==> config.mk <==
export PLATFORM = sky130hd
export DESIGN_NAME = ctrl_packet_injector
export DESIGN_NICKNAME = d
export VERILOG_FILES = /design/src/rtl/ctrl_packet_injector.sv
export SDC_FILE = /design/constraint.sdc
export NUM_CORES = 1
export LEC_CHECK = 0
export ABC_AREA = 0
export CORE_AREA = 2 2 724 726
export CTS_CLUSTER_SIZE = 8
export DETAILED_ROUTE_END_ITERATION = 12
export DIE_AREA = 0 0 726 728
export PLACE_DENSITY = 0.3
export SETUP_SLACK_MARGIN = 0.05
export SLEW_MARGIN = 20
export SYNTH_ARGS = -nofsm -noshare
export SYNTH_HDL_FRONTEND = slang
export SYNTH_SLANG_ARGS = --single-unit
export TNS_END_PERCENT = 20
==> constraint.sdc <==
create_clock -name clk -period 1.97 [get_ports clk]
set_input_delay 0.2955 -clock clk [delete_from_list [all_inputs] [get_ports clk]]
set_output_delay 0.2955 -clock clk [all_outputs]
set_load 0.1 [all_outputs]
==> src/rtl/ctrl_packet_injector.sv <==
// Registered forward/backward pass-through to the first PE, with host-driven control
// read/write packet injection between upstream packets and read-response snooping.
module ctrl_packet_injector #(
  parameter int DATA_WIDTH                  = 512,
  parameter int STREAM_ID_NUM               = 16,
  parameter int CHUNK_ID_NUM                = 32,
  parameter int CHANNEL_ID_NUM              = 1024,
  parameter int STATE_WIDTH                 = 32,
  parameter int INSTRUCTION_WIDTH           = 2,
  parameter int INSTRUCTION_PARAMETER_WIDTH = 16,
  parameter logic [INSTRUCTION_WIDTH-1:0] INSTRUCTION_CMD_IDLE = '0,
  parameter int CTRL_STREAM_ID              = 0,
  parameter int TIMEOUT_CYCLES              = 1024,
  parameter int CP_R_CTRL_READ_REQUEST_32b  = 0,
  parameter int CP_R_CTRL_WRITE_32b         = 1,
  parameter int CP_A_CTRL_READ_RESPONSE_32b = 1,
  localparam int STREAM_ID_WIDTH  = $clog2(STREAM_ID_NUM),
  localparam int CHUNK_ID_WIDTH   = $clog2(CHUNK_ID_NUM),
  localparam int CHANNEL_ID_WIDTH = $clog2(CHANNEL_ID_NUM),
  localparam int NUM_32B_FIELDS   = DATA_WIDTH / 32
) (
  input  logic                                   clk,
  input  logic                                   rstnIn,
  input  logic [DATA_WIDTH-1:0]                  up_Data,
  input  logic [1:0]                             up_Type,
  input  logic                                   up_Last,
  input  logic [STREAM_ID_WIDTH-1:0]             up_StreamID,
  input  logic [CHUNK_ID_WIDTH-1:0]              up_ChunkID,
  input  logic [CHANNEL_ID_WIDTH-1:0]            up_ChannelID,
  input  logic [STATE_WIDTH-1:0]                 up_State,
  output logic [DATA_WIDTH-1:0]                  dn_Data,
  output logic [1:0]                             dn_Type,
  output logic                                   dn_Last,
  output logic [STREAM_ID_WIDTH-1:0]             dn_StreamID,
  output logic [CHUNK_ID_WIDTH-1:0]              dn_ChunkID,
  output logic [CHANNEL_ID_WIDTH-1:0]            dn_ChannelID,
  output logic [STATE_WIDTH-1:0]                 dn_State,
  input  logic [INSTRUCTION_WIDTH-1:0]           dn_InstructionType,
  input  logic [STREAM_ID_WIDTH-1:0]             dn_InstructionStreamID,
  input  logic [CHANNEL_ID_WIDTH-1:0]            dn_InstructionChannelID,
  input  logic [INSTRUCTION_PARAMETER_WIDTH-1:0] dn_InstructionParameter,
  output logic [INSTRUCTION_WIDTH-1:0]           up_InstructionType,
  output logic [STREAM_ID_WIDTH-1:0]             up_InstructionStreamID,
  output logic [CHANNEL_ID_WIDTH-1:0]            up_InstructionChannelID,
  output logic [INSTRUCTION_PARAMETER_WIDTH-1:0] up_InstructionParameter,
  input  logic [DATA_WIDTH-1:0]                  ret_Data,
  input  logic [1:0]                             ret_Type,
  input  logic [CHUNK_ID_WIDTH-1:0]              ret_ChunkID,
  input  logic [STATE_WIDTH-1:0]                 ret_State,
  input  logic                                   cmd_valid,
  output logic                                   cmd_ready,
  input  logic                                   cmd_write,
  input  logic [CHANNEL_ID_WIDTH-1:0]            cmd_target,
  input  logic [STATE_WIDTH-1:0]                 cmd_addr,
  input  logic [31:0]                            cmd_wdata,
  output logic                                   rsp_valid,
  output logic [31:0]                            rsp_data,
  output logic                                   rsp_err
);

  localparam int TIMER_WIDTH = (TIMEOUT_CYCLES > 1) ? $clog2(TIMEOUT_CYCLES) : 1;
  localparam logic [CHUNK_ID_WIDTH-2:0] OP_WR  = (CHUNK_ID_WIDTH-1)'(CP_R_CTRL_WRITE_32b);
  localparam logic [CHUNK_ID_WIDTH-2:0] OP_RD  = (CHUNK_ID_WIDTH-1)'(CP_R_CTRL_READ_REQUEST_32b);
  localparam logic [CHUNK_ID_WIDTH-2:0] OP_RSP = (CHUNK_ID_WIDTH-1)'(CP_A_CTRL_READ_RESPONSE_32b);
  localparam logic [TIMER_WIDTH-1:0]    TIMER_LAST = TIMER_WIDTH'(TIMEOUT_CYCLES - 1);

  typedef enum logic [1:0] {IDLE, SEND, WAIT_RSP} state_t;

  state_t                      state, state_next;
  logic [TIMER_WIDTH-1:0]      timer;
  logic                        in_packet;
  logic                        cmd_write_q;
  logic [CHANNEL_ID_WIDTH-1:0] cmd_target_q;
  logic [STATE_WIDTH-1:0]      cmd_addr_q;
  logic [31:0]                 cmd_wdata_q;
  logic                        accept, inject, rsp_match, finish_ok, finish_to;
  logic                        unused_ret;

  assign unused_ret = ^{ret_Data[DATA_WIDTH-1:32], ret_Type[0]};

  assign rsp_match = ret_Type[1] && !ret_ChunkID[CHUNK_ID_WIDTH-1]
                  && (ret_ChunkID[CHUNK_ID_WIDTH-2:0] == OP_RSP)
                  && (ret_State == cmd_addr_q);

  always_comb begin
    state_next = state;
    accept     = 1'b0;
    inject     = 1'b0;
    finish_ok  = 1'b0;
    finish_to  = 1'b0;
    unique case (state)
      IDLE: if (cmd_valid && cmd_ready) begin
        accept     = 1'b1;
        state_next = SEND;
      end
      // Only a true gap between packets may carry the control packet.
      SEND: if ((up_Type == '0) && !in_packet) begin
        inject     = 1'b1;
        state_next = cmd_write_q ? IDLE : WAIT_RSP;
      end
      WAIT_RSP: begin
        if (rsp_match) begin
          finish_ok  = 1'b1;
          state_next = IDLE;
        end else if (timer == TIMER_LAST) begin
          finish_to  = 1'b1;
          state_next = IDLE;
        end
      end
      default: state_next = IDLE;
    endcase
  end

  always_ff @(posedge clk) begin
    if (!rstnIn) begin
      state                   <= IDLE;
      timer                   <= '0;
      in_packet               <= 1'b0;
      cmd_ready               <= 1'b0;
      rsp_valid               <= 1'b0;
      rsp_err                 <= 1'b0;
      rsp_data                <= '0;
      cmd_write_q             <= 1'b0;
      cmd_target_q            <= '0;
      cmd_addr_q              <= '0;
      cmd_wdata_q             <= '0;
      dn_Data                 <= '0;
      dn_Type                 <= '0;
      dn_Last                 <= 1'b0;
      dn_StreamID             <= '0;
      dn_ChunkID              <= '0;
      dn_ChannelID            <= '0;
      dn_State                <= '0;
      up_InstructionType      <= INSTRUCTION_CMD_IDLE;
      up_InstructionStreamID  <= '0;
      up_InstructionChannelID <= '0;
      up_InstructionParameter <= '0;
    end else begin
      state     <= state_next;
      cmd_ready <= (state_next == IDLE);
      rsp_valid <= finish_ok || finish_to;

      if (accept) begin
        cmd_write_q  <= cmd_write;
        cmd_target_q <= cmd_target;
        cmd_addr_q   <= cmd_addr;
        cmd_wdata_q  <= cmd_wdata;
      end

      if (up_Type != '0) in_packet <= !up_Last;

      if (inject)                timer <= '0;
      else if (state == WAIT_RSP) timer <= timer + 1'b1;

      if (finish_ok) begin
        rsp_data <= ret_Data[31:0];
        rsp_err  <= 1'b0;
      end else if (finish_to) begin
        rsp_data <= '0;
        rsp_err  <= 1'b1;
      end

      if (inject) begin
        dn_Data      <= cmd_write_q ? {NUM_32B_FIELDS{cmd_wdata_q}} : '0;
        dn_Type      <= 2'b10;
        dn_Last      <= 1'b1;
        dn_StreamID  <= STREAM_ID_WIDTH'(CTRL_STREAM_ID);
        dn_ChunkID   <= {1'b1, cmd_write_q ? OP_WR : OP_RD};
        dn_ChannelID <= cmd_target_q;
        dn_State     <= cmd_addr_q;
      end else begin
        dn_Data      <= up_Data;
        dn_Type      <= up_Type;
        dn_Last      <= up_Last;
        dn_StreamID  <= up_StreamID;
        dn_ChunkID   <= up_ChunkID;
        dn_ChannelID <= up_ChannelID;
        dn_State     <= up_State;
      end

      up_InstructionType      <= dn_InstructionType;
      up_InstructionStreamID  <= dn_InstructionStreamID;
      up_InstructionChannelID <= dn_InstructionChannelID;
      up_InstructionParameter <= dn_InstructionParameter;
    end
  end

endmodule

==> flow_summary_export.csv <==
group,metric,value,unit
pwr,p_clk_frac,0.427,
placed_design,post_dp_cell_area,46300,sq um
logic_synthesis,synth_nets,3311,
pwr,switching_power,0.0179,W
clocking,clockBufferDepth,4,
placed_design,hpwl,298,mm
clocking,insertion_delay,900,ps
timing,hold_viol,0,
setup_path,crit_fanout,18,
timing,period_minus_slack,2290,ps
timing,drv_slew,0,
detailed_routing,vias,26800,
detailed_routing,drt-pass1-iter-count,5,
global_routing,grt_max_degree,110,
final_layout,synthToLayoutAreaGrowth,153,%
logic_synthesis,synth-edff-count,0,
floorplan,initial_core_util,0.0437,
final_layout,fill_cells,59800,
detailed_routing,routed_via_density,2.36,
placed_design,gp_congestion,0.935,
floorplan,dieHeight,728,um
job,max_cap_violations,0,
global_routing,antenna_found_initial,384,
global_routing,grtUsageTotal,0.124,
setup_path,required,2750,ps
global_routing,grt_overflow,0,
global_routing,grt_pass1_wl,405,mm
logic_synthesis,avgSynthCellArea,10.9,sq um
global_routing,grt_pass1_vias,28100,
final_layout,layout-drive-gt1-share,0.271,
detailed_routing,drtIter0Drc,1236,
timing,rsz0062_at_grt,"yes",
setup_path,path_class,"reg2reg",
timing,fin_tns_setup,-137870,ps
clocking,htree_levels,3,
timing,fin_crit_sh,1.16,
timing,slew_headroom,0.486,
placed_design,dp_slack,-1180,ps
run_status,violations,"negative setup slack",
setup_path,cp-start-kind,"register",
detailed_routing,drc,0,
clocking,path_clk_slew,50,ps
logic_synthesis,syn-instance-count,2083,
worst_hold_path,hp-class,"in2reg",
pwr,swShare,0.358,
floorplan,dieArea,529000,sq um
logic_synthesis,ys.flop_type,"dfxtp_1",
pwr,p_leak,24.5,nW
timing,finalSetupViolCount,668,
logic_synthesis,yosysSeqAreaShare,0.636,
placed_design,numPortBuffers,1378,
run_status,status,"complete, but fails checks",
setup_path,crit_arrival,3070,ps
final_layout,final_common_cell,"clkdlybuf4s50_1",
floorplan,die_w,726,um
detailed_routing,drt-total-wl,344,mm
floorplan,core_area,520000,sq um
pwr,pwr-share-comb,0.250,
logic_synthesis,ys.warnings.count,0,
final_layout,finalNetCount,5466,
setup_path,endpoint_kind,"register",
logic_synthesis,synthArstFlopShare,0,
detailed_routing,wl_per_cell,30.3,um
floorplan,io_pins,1860,
timing,setup_ws,-324,ps
pwr,power_frac_seq,0.323,
floorplan,placementRows,265,
timing,fin_worst_skew,113,ps
logic_synthesis,ys_types,45,
placed_design,dp.cells,10400,
pwr,ir_drop,0.792,mV
clocking,numCtsBuffers,121,
timing,fmax,436,MHz
final_layout,final_cell_mix,"clkdlybuf4s50_1 (744), dfxtp_1 (713), buf_4 (703)",
pwr,p_int,0.0320,W
detailed_routing,drtAntennaViolNets,0,
timing,tightestPinTransition,770,ps
final_layout,final_area,57400,sq um
logic_synthesis,mappedNetlistArea,22700,sq um
clocking,cts.sinks,721,
clocking,root_buffer,"clkbuf_16",
pwr,power,0.0498,W
final_layout,final_cell_count_no_fill,11400,
clocking,cts_tree,"yes",
logic_synthesis,ys_ff_latch,721,
pwr,powerDensity,868,nW/um^2
[path summary, 6_finish.rpt]
kind	start	slack, ps	cells past startpoint	to
setup / recovery	in_packet$_SDFFE_PN0P_	-320	10	dn_Data[363]$_SDFF_PN0_
hold / removal	up_Data[195]	90	2	dn_Data[195]$_SDFF_PN0_
setup reg to reg	in_packet$_SDFFE_PN0P_	-320	10	dn_Data[363]$_SDFF_PN0_
hold reg to reg	cmd_target_q[9]$_SDFFE_PN0P_	450	2	dn_ChannelID[9]$_SDFF_PN0_
[power by group through the flow]
stage	registers [W]	clock network, W	logic (W)
final	0.0161	0.0213	0.0125
after global routing	0.0161	0.0227	0.0129
after CTS	0.0161	0.0225	0.0127
after detailed placement	0.0164	0	0.0109
after global placement	0.0164	0	0.0109
after floorplan	0.0209	0	0.00105
[critical path, stage by stage (launching register included)]
cell and delay (ps):
dfxtp_1 300, or3_4 400, nor3b_4 260, buf_12 160
buf_12 90, nor2_4 40, buf_12 130, buf_16 160
buf_12 170, buf_12 180, a21o_1 200
[metal layers]
| layer | vias to the layer above | part of all wire | track usage |
|---|---|---|---|
| met5 | - | 0.0020 | 0 |
| met4 | 104 | 0.030 | 0.0248 |
| met3 | 702 | 0.094 | 0.0494 |
| met2 | 1677 | 0.47 | 0.214 |
| met1 | 12800 | 0.40 | 0.144 |
| li1 | 11500 | - | - |
[synthesized netlist by cell type (2+ instances only)]
master      n  area [sq um]
clkbuf_2   29           145
nor2_1     19          71.3
a21oi_1   120           601
nand2b_1    8          50.1
nand3_1    37           185
dfxtp_1   721         14400
or2b_1      3          22.5
a21o_1    513          3850
buf_4      20           150
buf_6       3          33.8
clkbuf_8    8           110
buf_1       9          33.8
and3_1     10          62.6
or2b_2      8          70.1
xor2_1      7          61.3
mux2i_1    32           320
xnor2_1    23           201
clkbuf_1   99           372
inv_1       4          15.0
nand2_1   277          1040
o32ai_1     2          17.5
nor4_1      3          18.8
buf_2      14          70.1
and4_1      2          17.5
and2_1     69           432
nor2b_1     2          12.5
nand4_1    23           144
[per-stage QoR]
stage,utilization,hold WS [ps]
after floorplan,-,405
after global placement,0.0891,441
after detailed placement,0.0891,444
after CTS,0.109,0.296
after global routing,0.110,26.1
final,0.110,88.8
[state kept, by name (all words and copies together) (netlist names)]
register and count:
cmd_addr_q 32, cmd_ready 1, cmd_target_q 10, cmd_wdata_q 32, cmd_write_q 1, dn_ChannelID 10, dn_ChunkID 5, dn_Data 512
dn_Last 1, dn_State 32, dn_StreamID 4, dn_Type 2, in_packet 1, rsp_data 32, rsp_err 1, rsp_valid 1
state 2, timer 10, up_InstructionChannelID 10, up_InstructionParameter 16, up_InstructionStreamID 4, up_InstructionType 2
[area by class of cell]
class / instances / area (sq um) / area share
Timing Repair Buffer: 2214 / 22700 / 0.395
Sequential cell: 721 / 14400 / 0.252
Tap cell: 6942 / 8690 / 0.151
Multi-Input combinational cell: 1175 / 7580 / 0.132
Clock buffer: 160 / 3330 / 0.0581
Clock inverter: 26 / 377 / 0.00656
Antenna cell: 113 / 283 / 0.00492
Inverter: 5 / 23.8 / 0.000414
[timing repair]
item | in CTS | in global routing
endpoints found under the setup margin | 1086 | 962
cloned | 16 | 18
hold buffers | 546 | 0
gates resized for setup | 102 | 28
hold endpoints to repair | 546 | 0
pin swaps | 12 | 37
buffers inserted | 27 | 4
[kinds of logic after synthesis]
group,share of synthesized area
muxes,0.0141
AOI/OAI and AO/OA,0.199
and+or+nand+nor,0.0981
xor gates and xnor gates,0.0116
adders and majority gates,0.000551
DFF,0.636
buffers and inverters,0.0411
Power figures use the tool's default switching activity.
